[src/rtl/fetch_queue_if.sv]
// Fetch-to-decode and fetch-to-imem signal bundle.
// master = fetch stage, slave = memory/decode/execute side.
interface fetch_queue_if;
    logic [31:0] imem_addr;
    logic [31:0] imem_rd;
    logic        out_valid;
    logic        out_ready;
    logic [31:0] out_instr;
    logic [31:0] out_pc;
    logic [31:0] out_pcplus8;
    logic        redirect;
    logic [31:0] redirect_pc;
    logic [31:0] fetch_count;

    modport master (
        output imem_addr, out_valid, out_instr, out_pc, out_pcplus8, fetch_count,
        input  imem_rd, out_ready, redirect, redirect_pc
    );

    modport slave (
        input  imem_addr, out_valid, out_instr, out_pc, out_pcplus8, fetch_count,
        output imem_rd, out_ready, redirect, redirect_pc
    );
endinterface

[src/rtl/fetch_queue.sv]
// Instruction fetch stage: owns the PC, captures {pc, instr} into a small FIFO
// and hands entries to decode over valid/ready; a redirect flushes and reloads.
module fetch_queue #(
    parameter logic [31:0] RESET_PC = 32'h0000_0000,
    parameter int          DEPTH    = 2
) (
    input  logic          clk,
    input  logic          reset_n,
    fetch_queue_if.master bus
);
    localparam int AW = $clog2(DEPTH);
    localparam int CW = AW + 1;

    logic [31:0]   r_pc;
    logic [31:0]   r_fetch_count;
    logic [AW-1:0] r_head;
    logic [AW-1:0] r_tail;
    logic [CW-1:0] r_count;
    logic [31:0]   r_st_pc    [DEPTH];
    logic [31:0]   r_st_instr [DEPTH];

    logic          w_pop;
    logic          w_push;
    logic [31:0]   w_redirect_tgt;

    assign w_pop          = bus.out_valid && bus.out_ready;
    assign w_push         = !bus.redirect && ((r_count < CW'(DEPTH)) || w_pop);
    assign w_redirect_tgt = bus.redirect_pc & ~32'd3;

    assign bus.imem_addr   = r_pc;
    assign bus.out_valid   = (r_count != '0);
    assign bus.out_pc      = r_st_pc[r_head];
    assign bus.out_instr   = r_st_instr[r_head];
    assign bus.out_pcplus8 = r_st_pc[r_head] + 32'd8;
    assign bus.fetch_count = r_fetch_count;

    // Control state: reset beats redirect, redirect beats the handshake.
    always_ff @(posedge clk) begin
        if (!reset_n) begin
            r_pc          <= RESET_PC;
            r_head        <= '0;
            r_tail        <= '0;
            r_count       <= '0;
            r_fetch_count <= '0;
        end else if (bus.redirect) begin
            r_pc    <= w_redirect_tgt;
            r_head  <= '0;
            r_tail  <= '0;
            r_count <= '0;
        end else begin
            if (w_push) begin
                r_pc          <= r_pc + 32'd4;
                r_tail        <= r_tail + 1'b1;
                r_fetch_count <= r_fetch_count + 32'd1;
            end
            if (w_pop)
                r_head <= r_head + 1'b1;
            if (w_push && !w_pop)
                r_count <= r_count + 1'b1;
            else if (w_pop && !w_push)
                r_count <= r_count - 1'b1;
        end
    end

    // Payload storage needs no reset; validity lives entirely in r_count.
    always_ff @(posedge clk) begin
        if (reset_n && w_push) begin
            r_st_pc[r_tail]    <= r_pc;
            r_st_instr[r_tail] <= bus.imem_rd;
        end
    end
endmodule

[src/flat_wrapper.sv]
// flat-port wrapper written by rule: the top's interface ports become plain ports
module fetch_queue_flat 
#(
    parameter logic [31:0] RESET_PC = 32'h0000_0000,
    parameter int          DEPTH    = 2
)
  (clk, reset_n, bus_imem_addr, bus_out_valid, bus_out_instr, bus_out_pc, bus_out_pcplus8, bus_fetch_count, bus_imem_rd, bus_out_ready, bus_redirect, bus_redirect_pc);
  fetch_queue_if bus_i ();
  input  logic clk;
  input  logic reset_n;
  output wire logic [$bits(bus_i.imem_addr)-1:0] bus_imem_addr;
  output wire logic [$bits(bus_i.out_valid)-1:0] bus_out_valid;
  output wire logic [$bits(bus_i.out_instr)-1:0] bus_out_instr;
  output wire logic [$bits(bus_i.out_pc)-1:0] bus_out_pc;
  output wire logic [$bits(bus_i.out_pcplus8)-1:0] bus_out_pcplus8;
  output wire logic [$bits(bus_i.fetch_count)-1:0] bus_fetch_count;
  input wire logic [$bits(bus_i.imem_rd)-1:0] bus_imem_rd;
  input wire logic [$bits(bus_i.out_ready)-1:0] bus_out_ready;
  input wire logic [$bits(bus_i.redirect)-1:0] bus_redirect;
  input wire logic [$bits(bus_i.redirect_pc)-1:0] bus_redirect_pc;
  assign bus_imem_addr = bus_i.imem_addr;
  assign bus_out_valid = bus_i.out_valid;
  assign bus_out_instr = bus_i.out_instr;
  assign bus_out_pc = bus_i.out_pc;
  assign bus_out_pcplus8 = bus_i.out_pcplus8;
  assign bus_fetch_count = bus_i.fetch_count;
  assign bus_i.imem_rd = bus_imem_rd;
  assign bus_i.out_ready = bus_out_ready;
  assign bus_i.redirect = bus_redirect;
  assign bus_i.redirect_pc = bus_redirect_pc;
  fetch_queue #(.RESET_PC(RESET_PC), .DEPTH(DEPTH)) u_core (.clk(clk), .reset_n(reset_n), .bus(bus_i));
endmodule
[config.mk]
export PLATFORM = sky130hd
export DESIGN_NAME = fetch_queue_flat
export DESIGN_NICKNAME = d
export VERILOG_FILES = /design/src/rtl/fetch_queue_if.sv /design/src/rtl/fetch_queue.sv /design/src/flat_wrapper.sv
export SDC_FILE = /design/constraint.sdc
export NUM_CORES = 1
export LEC_CHECK = 0
export ABC_AREA = 0
export BUFFER_PORTS_ARGS = -buffer_cell sky130_fd_sc_hd__buf_2
export CORE_MARGIN = 4
export CORE_UTILIZATION = 35
export DETAILED_ROUTE_END_ITERATION = 10
export GPL_ROUTABILITY_DRIVEN = 0
export GPL_TIMING_DRIVEN = 0
export HOLD_SLACK_MARGIN = 0.15
export PLACE_DENSITY = 0.61
export SLEW_MARGIN = 20
export SYNTH_ARGS = -nofsm -noshare
export SYNTH_HDL_FRONTEND = slang
export SYNTH_SLANG_ARGS = --single-unit
[constraint.sdc]
create_clock -name clk -period 4.5 [get_ports clk]
set_input_delay 0.675 -clock clk [delete_from_list [all_inputs] [get_ports clk]]
set_output_delay 0.675 -clock clk [all_outputs]
set_load 0.02 [all_outputs]
==> key figures <==
Pwr
  • Sw Ratio: 0.270
  • Pleak: 4.35 nW
  • Clock Power Share: 0.378
  • Comb pwr share: 0.110
  • Worst ir drop on vdd: 0.265 mV
  • Overall power: 3.88 mW
  • Pint: ~2.8 mW
  • Psw: 1.05 mW
  • Power density over cell area: 356 mW/mm2
  • Reg power frac: 0.511

Global route
  • GRT overflow: 0
  • Vias in the first global route: around 6,300
  • Largest net degree at the start of global routing: 33
  • Global-route wire length before repair: 35,900 um
  • Initial antenna violation count: 9
  • Overall Global Routing Usage: 0.164

Critical path
  • Crit path max fanout: 28
  • CP Capture Type: output pin
  • WP data arrival: 3.59 ns
  • Critical Path Start Type: register
  • Kind of critical path: reg2out
  • Length in cells of the worst reg-to-reg path: 5
  • Worst endpoint required time: between 3 and 4 ns

Yosys
  • Mapped cell area: just under 0.009 mm2
  • Ys async rst share: 0
  • Top cell type's share of synthesized area: 0.428
  • Top cells by area, synth: edfxtp_1 (43%), dfxtp_1 (15%), mux2_2 (6.1%)
  • Most used flip-flop cell after synthesis: edfxtp_1
  • EDFF count, synth: 124
  • Synth Area per Inst: 12.3 um2
  • Sequential fraction of the synthesis area: 0.583
  • Total number of yosys warnings: 0
  • Yosys top cell by area: edfxtp_1
  • Top-count cell post-synth: edfxtp_1
  • Most frequent cells after synthesis: edfxtp_1 (124), dfxtp_1 (67), nand2_1 (50)
  • Post-synth cell types: 56
  • Flops & latches, synth: 191
  • Synth Instances: slightly above 700

Cells and area
  • Final core utilization: 0.447
  • Share of cells above drive strength 1: 0.350
  • Final Cell Area: between 0.01 and 0.015 mm2
  • Final #Nets: a little over 1,000
  • P&R area growth vs syn: 25.4%

Floorplanning
  • CORE AREA: 0.0244 mm2
  • Core Rows: 57
  • DIE AREA: 0.0274 mm2
  • # IOs: approximately 230
  • Initial core utilization: 0.356
  • Die width: 166 um
  • Die Span Y: 166 um

Run status
  • Status: finished, final reports clean

Place
  • Pre-CTS setup slack: -0.125 ns
  • Area of placed instances: 0.0103 mm2
  • HPWL Detailed: around 17,000 um
  • Buffers on Ports: 219

Route
  • Drt pass-1 iters: 5
  • Initial DRC Count: 271
  • Drt via density: 4.97
  • Final WL: 22,800 um
  • DR DRC count: 0
  • Vias: between 6,000 and 7,000
  • Antenna Violating Nets Remaining: 0
  • Routed len/inst: 17.6 um

CTS
  • Root buffer cell: clkbuf_16
  • Num CTS Buffers: 17
  • CTS Sinks: 191
  • CTS Hold Bufs: 0
  • H-tree levels: 4
  • Clock Latency Late Sink: between 0.4 and 0.5 ns
  • Clk buf depth: 2
  • CTS tree: built
  • Worst-path clk slew: 0.08 ns

STA
  • Final hold vios: 0
  • Count of final setup violators: 0
  • Fin crit share: 0.948
  • Minimum clock period: 4.27 ns
  • Worst rel slew slack: 0.471
  • Hold_ws: 0.419 ns
  • Worst Tran Pin Value: 0.790 ns
  • Final WS setup: 0.234 ns
  • Max frequency: 0.234 GHz
  • Fin. max-slew vios: 0
  • Worst clock skew: 0.0138 ns

Worst hold path
  • Worst hold path depth: 1
  • Min-delay worst type: in2reg

Run
  • Max Cap Violations: 0
## state kept, by name, indices dropped and copies added, names as in the netlist, named ones only
signal / count
u_core.r_count: 2
u_core.bus.fetch_count: 32
u_core.r_head: 1
u_core.r_tail: 1
u_core.r_st_pc: 60
u_core.bus.imem_addr: 30
u_core.r_st_instr: 64
## area by class of cell
type | instances | area (um2)
fillers | 2338 | 13500
flip-flops and latches | 191 | 5060
multi-input cells | 467 | 3430
repair buffers | 224 | 1170
clock buffers | 18 | 429
well taps | 324 | 405
plain buffers | 32 | 174
clock inverters | 14 | 143
inverters | 21 | 78.8
diodes | 1 | 2.50
## worst max-delay path, stage by stage (launching register included)
cell and delay, ns:
dfxtp_1 0.41, buf_6 0.18, buf_6 0.28, buf_4 0.27, mux2_2 0.20, ha_1 0.23
nand4b_1 0.21, a221oi_4 0.38, nand4_4 0.29, nor4_4 0.36, xor2_1 0.16, buf_2 0.18
## stage by stage
stage	TNS, ns	cells
after floorplan	0	713
after global placement	-102.03	1256
after detailed placement	-0.169	1259
after CTS	0	1291
after global routing	-0.000321	1292
final	0	1292
## layer usage
layer | vias to the layer above | global-route usage | share of wire
li1 | 3077 | - | -
met1 | 3076 | 0.209 | 0.44
met2 | 216 | 0.266 | 0.47
met3 | 35 | 0.0598 | 0.074
met4 | 16 | 0.0398 | 0.013
met5 | - | 0 | 0.0042
## cell families after synthesis
kind of cell    Yosys count  synth area share
mux                      70            0.0874
other cells               1          0.000431
xor+xnor                 75            0.0756
flops                   191             0.583
compound gates           80            0.0568
simple gates            232             0.162
fa+ha+maj                 4           0.00576
buf+inv                  55            0.0299
## power by group through the flow
stage	sequential [mW]	combinational [mW]	clock, mW
5_1_grt	2.00	0.465	1.58
4_1_cts	1.99	0.435	1.50
3_5_place_dp	2.03	0.433	0
3_3_place_gp	2.03	0.421	0
6_report	1.99	0.428	1.47
2_1_floorplan	2.04	0.243	0
## cells in the final DEF (no fill, tap or decap), drive strengths merged, types with 17 or more instances in the layout
master,instances
inv,30
xor2,40
nand2,50
nor2,17
a21oi,20
mux2i,23
and2,29
nand4,23
nor4,17
mux2,47
o21ai,39
dfxtp,67
clkbuf,35
edfxtp,124
nand3,26
xnor2,35
buf,239
## what timing repair did
action	CTS	global route
pin swaps	2	3
hold endpoints to repair	0	0
resized for setup	3	2
setup endpoints to repair	9	4
setup buffers	1	1
## path summary, 6_finish.rpt
path / start / to / slack (ns)
max: register / bus_out_pcplus8[29] / 0.23
min: bus_imem_rd[16] / u_core.r_st_instr[0][16] / 0.42
max reg2reg: u_core.bus.imem_addr[4] / u_core.bus.imem_addr[31] / 2.24
min reg2reg: u_core.bus.fetch_count[28] / u_core.bus.fetch_count[28] / 0.51
Note: power is estimated with default switching activity, not from simulation.
